--- src/rtl/comparador_serial.sv ---
// comparador_serial: bit-serial magnitude comparator, MSB first.
// A single 1-bit compare cell walks the operands over WIDTH cycles.
// It supports unsigned and two's-complement modes, and it can stop
// early on the first differing bit.
module comparador_serial #(
  parameter int WIDTH      = 8,
  parameter int EARLY_EXIT = 1,
  parameter int CW         = $clog2(WIDTH + 1)
) (
  input  logic             clock,
  input  logic             reset,
  input  logic             start,
  input  logic             modo,
  input  logic [WIDTH-1:0] A,
  input  logic [WIDTH-1:0] B,
  output logic             ocupado,
  output logic             pronto,
  output logic             maior,
  output logic             menor,
  output logic             igual,
  output logic [CW-1:0]    bits_analisados
);

  localparam int IW = $clog2(WIDTH);

  typedef enum logic [1:0] {
    IDLE    = 2'd0,
    COMPARA = 2'd1,
    FIM     = 2'd2
  } state_t;

  state_t           state_q, state_d;
  logic [WIDTH-1:0] a_q, a_d;
  logic [WIDTH-1:0] b_q, b_d;
  logic             modo_q, modo_d;
  logic [IW-1:0]    idx_q, idx_d;
  logic [CW-1:0]    cnt_q, cnt_d;
  logic             dif_q, dif_d;       // sticky: a difference has been seen
  logic             dmaior_q, dmaior_d; // decision of the first difference
  logic             maior_q, maior_d;
  logic             menor_q, menor_d;
  logic             igual_q, igual_d;
  logic [CW-1:0]    bits_q, bits_d;
  logic             pronto_q, pronto_d;
  logic             ocupado_q, ocupado_d;

  logic             bit_a, bit_b, differ, msb_signed, cur_maior, finish;

  // State and datapath registers, cleared asynchronously
  always_ff @(posedge clock or posedge reset) begin
    if (reset) begin
      state_q   <= IDLE;
      a_q       <= '0;
      b_q       <= '0;
      modo_q    <= 1'b0;
      idx_q     <= '0;
      cnt_q     <= '0;
      dif_q     <= 1'b0;
      dmaior_q  <= 1'b0;
      maior_q   <= 1'b0;
      menor_q   <= 1'b0;
      igual_q   <= 1'b0;
      bits_q    <= '0;
      pronto_q  <= 1'b0;
      ocupado_q <= 1'b0;
    end else begin
      state_q   <= state_d;
      a_q       <= a_d;
      b_q       <= b_d;
      modo_q    <= modo_d;
      idx_q     <= idx_d;
      cnt_q     <= cnt_d;
      dif_q     <= dif_d;
      dmaior_q  <= dmaior_d;
      maior_q   <= maior_d;
      menor_q   <= menor_d;
      igual_q   <= igual_d;
      bits_q    <= bits_d;
      pronto_q  <= pronto_d;
      ocupado_q <= ocupado_d;
    end
  end

  // Next-state logic: one bit examined per cycle in COMPARA
  always_comb begin
    state_d   = state_q;
    a_d       = a_q;
    b_d       = b_q;
    modo_d    = modo_q;
    idx_d     = idx_q;
    cnt_d     = cnt_q;
    dif_d     = dif_q;
    dmaior_d  = dmaior_q;
    maior_d   = maior_q;
    menor_d   = menor_q;
    igual_d   = igual_q;
    bits_d    = bits_q;

    bit_a      = a_q[idx_q];
    bit_b      = b_q[idx_q];
    differ     = bit_a ^ bit_b;
    // In two's complement the MSB carries negative weight, so its sense flips
    msb_signed = modo_q && (idx_q == IW'(WIDTH - 1));
    cur_maior  = msb_signed ? bit_b : bit_a;
    finish     = 1'b0;

    case (state_q)
      IDLE: begin
        if (start) begin
          a_d      = A;
          b_d      = B;
          modo_d   = modo;
          idx_d    = IW'(WIDTH - 1);
          cnt_d    = '0;
          dif_d    = 1'b0;
          dmaior_d = 1'b0;
          state_d  = COMPARA;
        end
      end
      COMPARA: begin
        cnt_d = cnt_q + CW'(1);
        if (differ && !dif_q) begin
          dif_d    = 1'b1;
          dmaior_d = cur_maior;
        end
        finish = (differ && (EARLY_EXIT != 0)) || (idx_q == '0);
        if (finish) begin
          state_d = FIM;
          bits_d  = cnt_d;
          if (dif_d) begin
            maior_d = dmaior_d;
            menor_d = ~dmaior_d;
            igual_d = 1'b0;
          end else begin
            maior_d = 1'b0;
            menor_d = 1'b0;
            igual_d = 1'b1;
          end
        end else begin
          idx_d = idx_q - IW'(1);
        end
      end
      FIM: begin
        state_d = IDLE;
      end
      default: begin
        state_d = IDLE;
      end
    endcase

    // Status flags are registered from the next state so they align with it
    pronto_d  = (state_d == FIM);
    ocupado_d = (state_d != IDLE);
  end

  assign ocupado         = ocupado_q;
  assign pronto          = pronto_q;
  assign maior           = maior_q;
  assign menor           = menor_q;
  assign igual           = igual_q;
  assign bits_analisados = bits_q;

endmodule
--- config.mk ---
export PLATFORM = sky130hd
export DESIGN_NAME = comparador_serial
export DESIGN_NICKNAME = d
export VERILOG_FILES = /design/src/rtl/comparador_serial.sv
export SDC_FILE = /design/constraint.sdc
export NUM_CORES = 1
export LEC_CHECK = 0
export ABC_AREA = 1
export CORE_MARGIN = 5
export CORE_UTILIZATION = 57
export CTS_CLUSTER_DIAMETER = 200
export DETAILED_ROUTE_END_ITERATION = 12
export HOLD_SLACK_MARGIN = 0.08
export PLACE_DENSITY = 0.84
export SLEW_MARGIN = 10
export SYNTH_ARGS = -nofsm -noshare
export SYNTH_HDL_FRONTEND = slang
export SYNTH_SLANG_ARGS = --single-unit
--- constraint.sdc ---
create_clock -name clock -period 2.7 [get_ports clock]
set_input_delay 0.675 -clock clock [delete_from_list [all_inputs] [get_ports clock]]
set_output_delay 0.675 -clock clock [all_outputs]
set_load 0.02 [all_outputs]
==> impl_metrics.env <==
export IMPL_fp_dieW_um=67.27
export IMPL_clock_power_share_pct=10.5
export IMPL_place_ws_ns=0.6925
export IMPL_fin_util_pct=71.85
export IMPL_p_sw_mw=1.316
export IMPL_slew_violations=0
export IMPL_dieArea_mm2=0.004525
export IMPL_core_area_mm2=0.003103
export IMPL_clk_pin_slew_ns=0.11
export IMPL_grt_pass1_wl_um=6223
export IMPL_p_int_mw=1.499
export IMPL_grt_overflow=0
export IMPL_fillers=259
export IMPL_cts_tree="yes"
export IMPL_rows=20
export IMPL_grt_max_degree=38
export IMPL_syn_cell_area_mm2=0.001869
export IMPL_crit_type="register to output port"
export IMPL_power_frac_seq_pct=34.6
export IMPL_final_common_cell="nand2_1"
export IMPL_yosys_register_bits=37
export IMPL_final_cell_mix="nand2_1, dfrtp_1, clkdlybuf4s50_1"
export IMPL_layout_nets=278
export IMPL_crit_buf_inv=1
export IMPL_critPathCaptureType="output port"
export IMPL_port_buffers=28
export IMPL_gp_congestion=0.8177
export IMPL_hold_viol_final=0
export IMPL_cts_sinks=37
export IMPL_dp_hpwl_um=2536
export IMPL_antenna_left=0
export IMPL_worst_r2r_path_depth=11
export IMPL_wl_per_cell_um=11.64
export IMPL_crit_slowest_cell="clkdlybuf4s50_1"
export IMPL_dr_total_vias=1476
export IMPL_cts_setup_buffers=0
export IMPL_clockRootBuffer="clkbuf_4"
export IMPL_setup_ws_ns=0.6916
export IMPL_synth_fp_nets=246
export IMPL_crit_path_start_kind="register"
export IMPL_yosysWarningCount=0
export IMPL_dr_pass1_iters=4
export IMPL_reg2reg_setup_slack_ns=0.79
export IMPL_crit_path_cell_trace="clkdlybuf4s50_1"
export IMPL_powerDensity_mw_per_mm2=1263
export IMPL_cp_arrival_ns=1.33
export IMPL_diodes=0
export IMPL_min_period_ns=2.008
export IMPL_fin_total_pwr_mw=2.815
export IMPL_max_freq_mhz=497.9
export IMPL_cts_made_buffers=5
export IMPL_multi_input_area_um2=797.0
export IMPL_worst_pin_slew_ns=0.5910
export IMPL_maxSlewHeadroom_pct=60.45
export IMPL_drt_total_wl_um=3470
export IMPL_htreeDepth=2
export IMPL_grt_pass1_vias=1473
export IMPL_status="finished, final reports clean"
export IMPL_min_delay_start="b_q[4]$_DFFE_PP0P_"
export IMPL_clk_path_buf_depth=2
export IMPL_start_util_pct=60.24
export IMPL_ir_drop_v=0.0006139
export IMPL_syn_inst=222
export IMPL_cap_violations=0
export IMPL_min_path_cells=2
export IMPL_drt_iter0_drc=67
export IMPL_min_path_type="register to register"
export IMPL_syn2layout_area_growth_pct=19.28
export IMPL_synth_avg_cell_area_um2=8.420
export IMPL_clk_latency_ns=0.35
export IMPL_setup_viol=0
export IMPL_die_h_um=67.27
export IMPL_leakage_nw=1.148
export IMPL_hold_buffers=0
export IMPL_p_comb_share_pct=55.0
export IMPL_grt_use_total_pct=18.35
export IMPL_finalSetupTns_ns=0
export IMPL_skew_ns=0.007445
export IMPL_drive_gt1_share_pct=15.35
export IMPL_p_sw_share_pct=46.76
export IMPL_regToRegEndpoint="igual$_DFFE_PP0P_"
export IMPL_required_ns=2.03
export IMPL_regToRegStartpoint="idx_q[0]$_DFFE_PP0P_"
export IMPL_critPathMaxFanout=2
export IMPL_rsz0062_at_grt="no"
export IMPL_post_cts_resized=0
export IMPL_drc=0
export IMPL_io_pins=29
export IMPL_vias_per_cell=4.953
export IMPL_timing_final_crit_share_pct=74.38
export IMPL_antenna_found_initial=0
export IMPL_cpPeakStageDelay_ns=0.61
export IMPL_synth_cell_type_count=24
export IMPL_holdPathEnd="b_q[4]$_DFFE_PP0P_"
export IMPL_ys_seq_area_share_pct=49.53
export IMPL_cp_num_cells=1
export IMPL_crit_family="buffers and inverters"
export IMPL_seq_area_um2=925.9
metrics by stage:
| step | hold slack, ns | instances | instance area [µm²] |
|---|---|---|---|
| floorplan | 0.4487 | 222 | 1869 |
| finish | 0.4911 | 298 | 2230 |
| CTS | 0.5030 | 298 | 2230 |
| detailed placement | 0.4789 | 291 | 2175 |
| global placement | 0.4676 | 291 | 2175 |
| global route | 0.5185 | 298 | 2230 |
cells by family after synthesis:
kind of cell | synth area share (%)
and+or+nand+nor | 31.99
DFF | 49.53
adders and majority gates | 2.677
xor gates and xnor gates | 0.9373
AOI/OAI and AO/OA | 7.028
buffers and inverters | 7.831
worst max path at each step:
stage / from / to / slack, ns
floorplan: reset / a_q[0]$_DFFE_PP0P_ / 1.19
global placement: start / a_q[0]$_DFFE_PP0P_ / 0.71
detailed placement: start / a_q[3]$_DFFE_PP0P_ / 0.69
CTS: menor$_DFFE_PP0P_ / menor / 0.67
global route: idx_q[0]$_DFFE_PP0P_ / igual$_DFFE_PP0P_ / 0.57
finish: bits_analisados[1]$_DFFE_PP0P_ / bits_analisados[1] / 0.69
cells in the mapped netlist:
cell type	n	area, µm²
xor2_1	1	8.760
nand2_2	13	81.33
o21ai_2	4	35.03
nand2_4	3	33.78
nand4_2	1	12.51
buf_12	1	20.02
inv_1	25	93.84
nand3_1	18	90.09
inv_2	2	7.510
nor2_1	4	15.01
or2_2	1	6.260
o21ai_0	17	85.08
xnor2_1	1	8.760
nand2_1	77	289.0
dfrtp_1	37	925.9
ha_1	4	50.05
o22ai_1	1	6.260
buf_6	1	11.26
nor2_2	2	12.51
nand3_2	4	40.04
nand3_4	1	17.52
clkbuf_1	1	3.750
a21oi_1	1	5.000
buf_2	2	10.01
power groups by stage:
stage / registers, mW / logic, mW / clock network, mW
2_1_floorplan: 0.998 / 1.22 / 0
3_3_place_gp: 0.980 / 1.51 / 0
3_5_place_dp: 0.984 / 1.56 / 0
4_1_cts: 0.975 / 1.57 / 0.305
5_1_grt: 1.01 / 1.77 / 0.328
6_report: 0.973 / 1.55 / 0.295
flip-flops by register name (all words and copies together), names as in the netlist:
register         cells
pronto               1
b_q                  8
dif_q                1
modo_q               1
idx_q                3
a_q                  8
dmaior_q             1
igual                1
state_q              2
ocupado              1
menor                1
cnt_q                4
bits_analisados      4
maior                1
cell type report:
class                      count  area share, %
sequential                    37          41.53
timing repair buffer          30          13.24
inverter                      27          4.545
clock buffer                   7          2.469
tap                           44          2.469
multi-input combinational    153          35.75
routing by layer:
metal  vias to the layer above  GRT usage, %  wire length [µm]
met5                         -             0                 0
li1                        752             -                 -
met4                         0         9.873                85
met1                       689         22.41              1558
met2                        28         29.94              1645
met3                         7         4.326               181
(Power assumes the default switching activity.)
